### config.mk
export PLATFORM = sky130hd
export DESIGN_NAME = p1v_uart_rx_flat
export DESIGN_NICKNAME = d
export VERILOG_FILES = /design/src/rtl/p1v_uart_rx_if.sv /design/src/rtl/p1v_uart_rx.sv /design/src/flat_wrapper.sv
export SDC_FILE = /design/constraint.sdc
export NUM_CORES = 1
export LEC_CHECK = 0
export ABC_AREA = 1
export CORE_AREA = 5 5 126 128
export CTS_CLUSTER_SIZE = 30
export DETAILED_ROUTE_END_ITERATION = 10
export DIE_AREA = 0 0 131 133
export PLACE_DENSITY = 0.8
export SETUP_SLACK_MARGIN = 0.02
export SLEW_MARGIN = 20
export SYNTH_ARGS = -nofsm -noshare
export SYNTH_HDL_FRONTEND = slang
export SYNTH_SLANG_ARGS = --single-unit
### constraint.sdc
create_clock -name clock_160 -period 3.2 [get_ports clock_160]
set_clock_uncertainty 0.05 [all_clocks]
set_input_delay 0.64 -clock clock_160 [delete_from_list [all_inputs] [get_ports clock_160]]
set_output_delay 0.64 -clock clock_160 [all_outputs]
set_load 0.01 [all_outputs]
### src/rtl/p1v_uart_rx_if.sv
// Byte stream from the P30 console receiver: head-of-FIFO data with valid/ready.
// The receiver drives the master side and the consumer drives the slave side.
interface p1v_uart_rx_if;
  logic [7:0] rx_data;
  logic       rx_valid;
  logic       rx_ready;

  modport master (output rx_data, output rx_valid, input rx_ready);
  modport slave  (input rx_data, input rx_valid, output rx_ready);
endinterface

### src/rtl/p1v_uart_rx.sv
// 8N1 receiver for the Propeller TX line: 2-flop synchroniser, mid-bit sampling
// decoder and a first-word-fall-through byte FIFO with sticky error flags.
module p1v_uart_rx #(
  parameter int CLKS_PER_BIT = 1389,
  parameter int FIFO_DEPTH   = 16
) (
  input  logic                        clock_160,
  input  logic                        res,
  input  logic                        rxd,
  p1v_uart_rx_if.master               rx,
  output logic [$clog2(FIFO_DEPTH):0] level,
  output logic                        frame_err,
  output logic                        overrun,
  input  logic                        clear_err
);

  localparam int AW = $clog2(FIFO_DEPTH);
  localparam int LW = AW + 1;
  localparam logic [15:0] HALF_M1 = 16'(CLKS_PER_BIT / 2 - 1);
  localparam logic [15:0] BIT_M1  = 16'(CLKS_PER_BIT - 1);

  typedef enum logic [2:0] {
    S_IDLE,
    S_START,
    S_DATA,
    S_STOP,
    S_BREAK
  } state_t;

  logic [1:0]    r_sync;
  state_t        r_state;
  logic [15:0]   r_cnt;
  logic [7:0]    r_shreg;
  logic [2:0]    r_bitidx;
  logic [AW-1:0] r_wr_ptr;
  logic [AW-1:0] r_rd_ptr;
  logic [LW-1:0] r_count;
  logic          r_frame_err;
  logic          r_overrun;
  logic [7:0]    r_ram [FIFO_DEPTH];

  logic          w_rxd_s;
  logic          w_tick;
  state_t        w_state_next;
  logic [15:0]   w_cnt_next;
  logic [7:0]    w_shreg_next;
  logic [2:0]    w_bitidx_next;
  logic          w_push_req;
  logic          w_ferr_set;
  logic          w_full;
  logic          w_pop;
  logic          w_push;
  logic          w_ovr_set;

  assign w_rxd_s = r_sync[1];
  assign w_tick  = (r_cnt == 16'd0);

  always_comb begin
    w_state_next  = r_state;
    w_cnt_next    = r_cnt;
    w_shreg_next  = r_shreg;
    w_bitidx_next = r_bitidx;
    w_push_req    = 1'b0;
    w_ferr_set    = 1'b0;
    if (r_state != S_IDLE) begin
      w_cnt_next = w_tick ? BIT_M1 : r_cnt - 16'd1;
    end
    case (r_state)
      S_IDLE: begin
        if (!w_rxd_s) begin
          w_cnt_next   = HALF_M1;
          w_state_next = S_START;
        end
      end
      S_START: begin
        if (w_tick) begin
          if (!w_rxd_s) begin
            w_state_next  = S_DATA;
            w_bitidx_next = 3'd0;
          end else begin
            w_state_next = S_IDLE;
          end
        end
      end
      S_DATA: begin
        if (w_tick) begin
          w_shreg_next  = {w_rxd_s, r_shreg[7:1]};
          w_bitidx_next = r_bitidx + 3'd1;
          if (r_bitidx == 3'd7) begin
            w_state_next = S_STOP;
          end
        end
      end
      S_STOP: begin
        if (w_tick) begin
          if (w_rxd_s) begin
            w_push_req   = 1'b1;
            w_state_next = S_IDLE;
          end else begin
            w_ferr_set   = 1'b1;
            w_state_next = S_BREAK;
          end
        end
      end
      S_BREAK: begin
        if (w_rxd_s) begin
          w_state_next = S_IDLE;
        end
      end
      default: w_state_next = S_IDLE;
    endcase
  end

  // Fullness is judged after a same-cycle pop, so a full FIFO being drained still accepts.
  assign w_full    = (r_count == LW'(FIFO_DEPTH));
  assign w_pop     = rx.rx_valid & rx.rx_ready;
  assign w_push    = w_push_req & (~w_full | w_pop);
  assign w_ovr_set = w_push_req & w_full & ~w_pop;

  always_ff @(posedge clock_160) begin
    if (res) begin
      r_sync      <= 2'b11;
      r_state     <= S_IDLE;
      r_cnt       <= 16'd0;
      r_shreg     <= 8'd0;
      r_bitidx    <= 3'd0;
      r_wr_ptr    <= '0;
      r_rd_ptr    <= '0;
      r_count     <= '0;
      r_frame_err <= 1'b0;
      r_overrun   <= 1'b0;
    end else begin
      r_sync   <= {r_sync[0], rxd};
      r_state  <= w_state_next;
      r_cnt    <= w_cnt_next;
      r_shreg  <= w_shreg_next;
      r_bitidx <= w_bitidx_next;
      if (w_push) begin
        r_wr_ptr <= r_wr_ptr + AW'(1);
      end
      if (w_pop) begin
        r_rd_ptr <= r_rd_ptr + AW'(1);
      end
      r_count <= r_count + LW'(w_push) - LW'(w_pop);
      // A new error event wins over a clear in the same cycle.
      if (w_ferr_set) begin
        r_frame_err <= 1'b1;
      end else if (clear_err) begin
        r_frame_err <= 1'b0;
      end
      if (w_ovr_set) begin
        r_overrun <= 1'b1;
      end else if (clear_err) begin
        r_overrun <= 1'b0;
      end
    end
  end

  always_ff @(posedge clock_160) begin
    if (w_push && !res) begin
      r_ram[r_wr_ptr] <= r_shreg;
    end
  end

  assign rx.rx_valid = (r_count != '0);
  assign rx.rx_data  = rx.rx_valid ? r_ram[r_rd_ptr] : 8'h00;
  assign level       = r_count;
  assign frame_err   = r_frame_err;
  assign overrun     = r_overrun;

endmodule
### src/flat_wrapper.sv
// flat-port wrapper written by rule: the top's interface ports become plain ports
module p1v_uart_rx_flat 
#(
  parameter int CLKS_PER_BIT = 1389,
  parameter int FIFO_DEPTH   = 16
)
  (clock_160, res, rxd, level, frame_err, overrun, clear_err, rx_rx_data, rx_rx_valid, rx_rx_ready);
  p1v_uart_rx_if rx_i ();
  input  logic clock_160;
  input  logic res;
  input  logic rxd;
  output logic [$clog2(FIFO_DEPTH):0] level;
  output logic frame_err;
  output logic overrun;
  input  logic clear_err;
  output wire logic [$bits(rx_i.rx_data)-1:0] rx_rx_data;
  output wire logic [$bits(rx_i.rx_valid)-1:0] rx_rx_valid;
  input wire logic [$bits(rx_i.rx_ready)-1:0] rx_rx_ready;
  assign rx_rx_data = rx_i.rx_data;
  assign rx_rx_valid = rx_i.rx_valid;
  assign rx_i.rx_ready = rx_rx_ready;
  p1v_uart_rx #(.CLKS_PER_BIT(CLKS_PER_BIT), .FIFO_DEPTH(FIFO_DEPTH)) u_core (.clock_160(clock_160), .res(res), .rxd(rxd), .rx(rx_i), .level(level), .frame_err(frame_err), .overrun(overrun), .clear_err(clear_err));
endmodule
After elaboration in Yosys (flattened, before gate mapping) --
Memories as Yosys holds them, arrays and structs flattened. A register that Yosys moved wholly into a read port is not among the register bits. Index checks and enable logic that the tools add are counted.
Storage, ports and cells: register bits after elaboration 47, bits in writable memories 128, bits of input ports 5, logic and storage cells 80, memories 1
Cells by class: add/sub/neg operators 6, equal/unequal tests 13, mux-type cells 31, bitwise gates (word level) 7, reduce and logical (&&, ||, !) cells 12
Memory list:
- u_core.r_ram | words 16, bits a word 8, read ports 1, clocked after Yosys merged registers in 1, write ports 1, RTL line p1v_uart_rx.sv:40 | logic [7:0] r_ram [FIFO_DEPTH];
Operators with widths (count):
- two-way mux 16 bit | 4
- two-way mux 3 bit | 10
- zero test 16 bit | 1
- subtractor 16 x 1 -> 16 bit, second input constant | 1
- case mux 3 bit (5 select lines) | 1
- two-way mux 1 bit | 11
- inequality test 2 x 1 -> 1 bit, second input constant | 5
- adder 4 x 1 -> 4 bit, second input constant | 2
- two-way mux 4 bit | 2
- two-way mux 8 bit | 1
- == test 3 x 2 -> 1 bit, second input constant | 2
- == test 3 bit, second input constant | 2
- case mux 3 bit (2 select lines) | 1
- AND reduction 6 bit | 1
- nonzero test 2 bit | 3
- adder 5 x 1 -> 5 bit | 1
- == test 5 bit, second input constant | 1
- nonzero test 5 bit | 1
- subtractor 5 x 1 -> 5 bit | 1
- AND 1 bit | 4
- inequality test 2 bit, second input constant | 2
- AND reduction 4 bit | 1
- adder 3 x 1 -> 3 bit, second input constant | 1
- == test 3 x 1 -> 1 bit, second input constant | 1
- other kinds (8) | 9

Depth between registers and ports, before layout --
depth in word-level cells 7, mapped depth 13, mapped depth without buffers 13

Worst setup path after synthesis --
No wires, ideal clock.
path kind register -> register, start point reg u_core.r_count[3] (netlist: u_core.level[3]), end point reg u_core.r_count[4] (netlist: u_core.level[4]), library setup time 0.119 ns, arrival 2.215 ns, required time 3.031 ns, setup slack 0.815 ns, stages on the path, launching flop included 14, path buffers 0, period minus slack after synthesis 2.385 ns, cells stage by stage dfxtp_1 inv_1 ha_1 nand3_2 nand2_1 inv_2 ha_1 inv_1 ha_1 fa_1 nand3_1 nand2_1 o21ai_0 a21oi_1
On the way: longest elaborated chain between the ends 6
RTL lines:
- from (decl) | RTL line p1v_uart_rx.sv:37 | logic [LW-1:0] r_count;
- from (signal assigned) | RTL line p1v_uart_rx.sv:144 | r_count <= r_count + LW'(w_push) - LW'(w_pop);
- nonzero test 5 bit * | RTL line p1v_uart_rx.sv:165 | assign rx.rx_valid = (r_count != '0);
- via rx_rx_valid | RTL line flat_wrapper.sv:17 | output wire logic [$bits(rx_i.rx_valid)-1:0] rx_rx_valid;
- AND 1 bit * | RTL line p1v_uart_rx.sv:116 | assign w_pop = rx.rx_valid & rx.rx_ready;
- OR 1 bit | RTL line p1v_uart_rx.sv:117 | assign w_push = w_push_req & (~w_full | w_pop);
- AND 1 bit | RTL line p1v_uart_rx.sv:117
- adder 5 x 1 -> 5 bit | RTL line p1v_uart_rx.sv:144
- subtractor 5 x 1 -> 5 bit * | RTL line p1v_uart_rx.sv:144
The timed path passes the listed nets; every way through them passes the cells marked *. A chain may end at the register's enable or synchronous reset.

==> run summary <==
Vias - 5621
Synth warnings - 0
final slew viol count - 0
GRT overflow - 0
Worst Hold Class - flop to flop
synth unique cells - 37
worst r2r path cells - 13
synthesized area per cell - 9.92 um^2
Die H - 133 um
Detailed Place HPWL - 10.8 mm
Root Driver - clkbuf_16
dpl cell area - 8390 um^2
I/O pin count - 21
area grow syn2layout - 14.4%
Routed WL per cell - 16.6 um
initial antenna violation count - 0
Tcrit/Tclk final - 95.1%
Post-synth ARST share - 0%
Worst-Skew Late Latency - 0.43 ns
hold-fix buffer count after cts - 0
Final #Nets - 848
fin cells - 1028
Crit Path Max Fanout - 11
clock tree buffer depth - 2
Mapped Nets - 817
RSZ-0062 raised after global routing - no
drt pass-1 iters - 6
setup bufs post-CTS - 0
total power after layout - 7.89 mW
Hold EP - u_core.r_sync[1]$_SDFF_PP1_
Worst-path clk slew - 0.06 ns
# clock sinks - 179
placer congestion estimate - 0.842
core area - 14800 um^2
status - complete, no violations
Setup violations, final - 0
Die ar. - 17400 um^2
Req. time, crit path - 2.51 ns
Power per Cell Area - 874 nW/um^2
CP startpoint kind - flop
Initial Util - 53.5%
Util after Layout - 61.2%
placed cell count - 996
Max-slew headroom - 46.0%
DRC violation total after the first TritonRoute iteration - 657
cells after synthesis - 796
drt via density - 5.47
H-tree depth - 4
n_diodes - 0
static leakage - 3.49 nW
Hold Vio Cnt, Final - 0
Peak VDD IR - 0.000570 V
Remaining DRCs - 0
hold depth - 1
worst r2r src - u_core.level[2]$_SDFF_PP0_
Critical R2R Capture - u_core.level[4]$_SDFF_PP0_
Post-Syn Area - 7900 um^2
Post-synth top flop - edfxtp_1
PortBufs - 20
FP Rows - 45
EDFF count, synth - 128
Max-cap violations - 0
largest net degree at the start of global routing - 65
CP Class - flop to primary output
first-pass GRT wire length - 27.9 mm
layout cell share with drive strength beyond 1 - 11.8%
Final TNS setup - 0 ns
CTS tree - built
Final Critical Period - 3.04 ns
number of routed nets with antenna violations - 0
post-CTS resize count - 0
Max Fclk - 329 MHz
Worst-Margin Slew - 0.809 ns
Num CTS Buffers - 17
design area - 9030 um^2
Seq/Total Area, Yosys - 61.6%
Seq cells post-synth - 179
type of destination of the critical path - primary output
Worst R2R Setup Slack - 0.51 ns
Total Routed Length - 17.0 mm
gr usage total - 20.8%
min-delay src - u_core.r_sync[0]$_SDFF_PP1_
vias in the first global route - 5552
Die X-Extent - 131 um
Worst EP arrival - 2.35 ns
==> logic make-up (layout without fill, tap and decap cells) <==
kind of cell | Yosys count | after routing | synth area share [%]
AOI/OAI and AO/OA | 74 | 74 | 5.28
buffers and inverters | 91 | 135 | 4.88
adders and majority gates | 16 | 16 | 2.63
xor gates and xnor gates | 5 | 5 | 0.555
and+or+nand+nor | 431 | 431 | 25.1
DFF | 179 | 179 | 61.6
==> state kept, by name, indices dropped and copies added, names as in the netlist, 2 cells and up, named ones only <==
register,cells
u_core.level,5
u_core.r_bitidx,3
u_core.r_cnt,16
u_core.r_ram,128
u_core.r_rd_ptr,4
u_core.r_shreg,8
u_core.r_state,3
u_core.r_sync,2
u_core.r_wr_ptr,4
==> stage by stage <==
stage	hold slack (ns)	setup slack, ns
3_3_place_gp	0.343	0.431
3_5_place_dp	0.347	0.355
2_1_floorplan	0.339	0.815
6_report	0.361	0.158
4_1_cts	0.364	0.0917
5_1_grt	0.375	0.0129
==> critical path: stages, from the launching register on <==
cell	delay, ns
dfxtp_1	0.35
inv_1	0.19
buf_4	0.25
nand3_1	0.09
nand3_1	0.09
a21oi_1	0.27
o21a_1	0.16
clkdlybuf4s50_1	0.53
==> metal layers <==
layer | up-vias | track usage [%] | wire length [um]
met1 | 2635 | 27.0 | 7030
met2 | 193 | 34.2 | 8510
met3 | 33 | 4.72 | 1150
met4 | 0 | 7.43 | 358
met5 | - | 0 | 0
li1 | 2760 | - | -
==> cell usage in the layout, fill, tap and decap left out, drive strengths merged, types with 2 or more instances in the layout <==
cell type and count:
nand2 209, edfxtp 128, nand4 8, o21a 8
nor3 11, nor2 79, inv 62, clkdlybuf4s50 20
a21oi 37, xor2 3, clkbuf 23, dfxtp 51
a31oi 3, ha 15, nand3 121, xnor2 2
clkinvlp 2, clkinv 3, bufinv 3, o21ai 24
buf 22, or2 2
==> cells in the mapped netlist, types with 8 or more instances <==
cell / number / area (um^2)
o21ai_0: 19 / 95.1
nand2_2: 8 / 50.1
a21oi_1: 35 / 175
nor3_1: 11 / 55.1
nand3_1: 118 / 591
dfxtp_1: 51 / 1020
edfxtp_1: 128 / 3840
o21a_1: 8 / 60.1
clkbuf_1: 10 / 37.5
nor2_2: 8 / 50.1
nor2_1: 64 / 240
inv_1: 55 / 206
nand2_1: 195 / 732
ha_1: 15 / 188
buf_2: 15 / 75.1
==> worst max-delay path by stage <==
stage,cells after the start,endpoint,from
floorplan,13,u_core.level[4]$_SDFF_PP0_,u_core.level[3]$_SDFF_PP0_
global placement,11,u_core.level[4]$_SDFF_PP0_,rx_rx_ready
detailed placement,11,u_core.level[4]$_SDFF_PP0_,rx_rx_ready
CTS,8,rx_rx_data[4],flop
global route,8,rx_rx_data[7],flop
finish,7,rx_rx_data[5],flop
==> layout make-up <==
| class | count | area [um^2] |
|---|---|---|
| well taps | 188 | 235 |
| inverters | 61 | 239 |
| flip-flops and latches | 179 | 4870 |
| multi-input cells | 526 | 2650 |
| clock buffers | 23 | 500 |
| clock inverters | 9 | 139 |
| fillers | 1199 | 5720 |
| repair buffers | 42 | 403 |
==> where the power goes <==
part / internal, mW / switching (mW)
Combinational: 0.983 / 1.74
Sequential: 2.71 / 0.241
Clock: 1.35 / 0.865
Total: 5.04 / 2.85
Power figures use the tool's default switching activity.
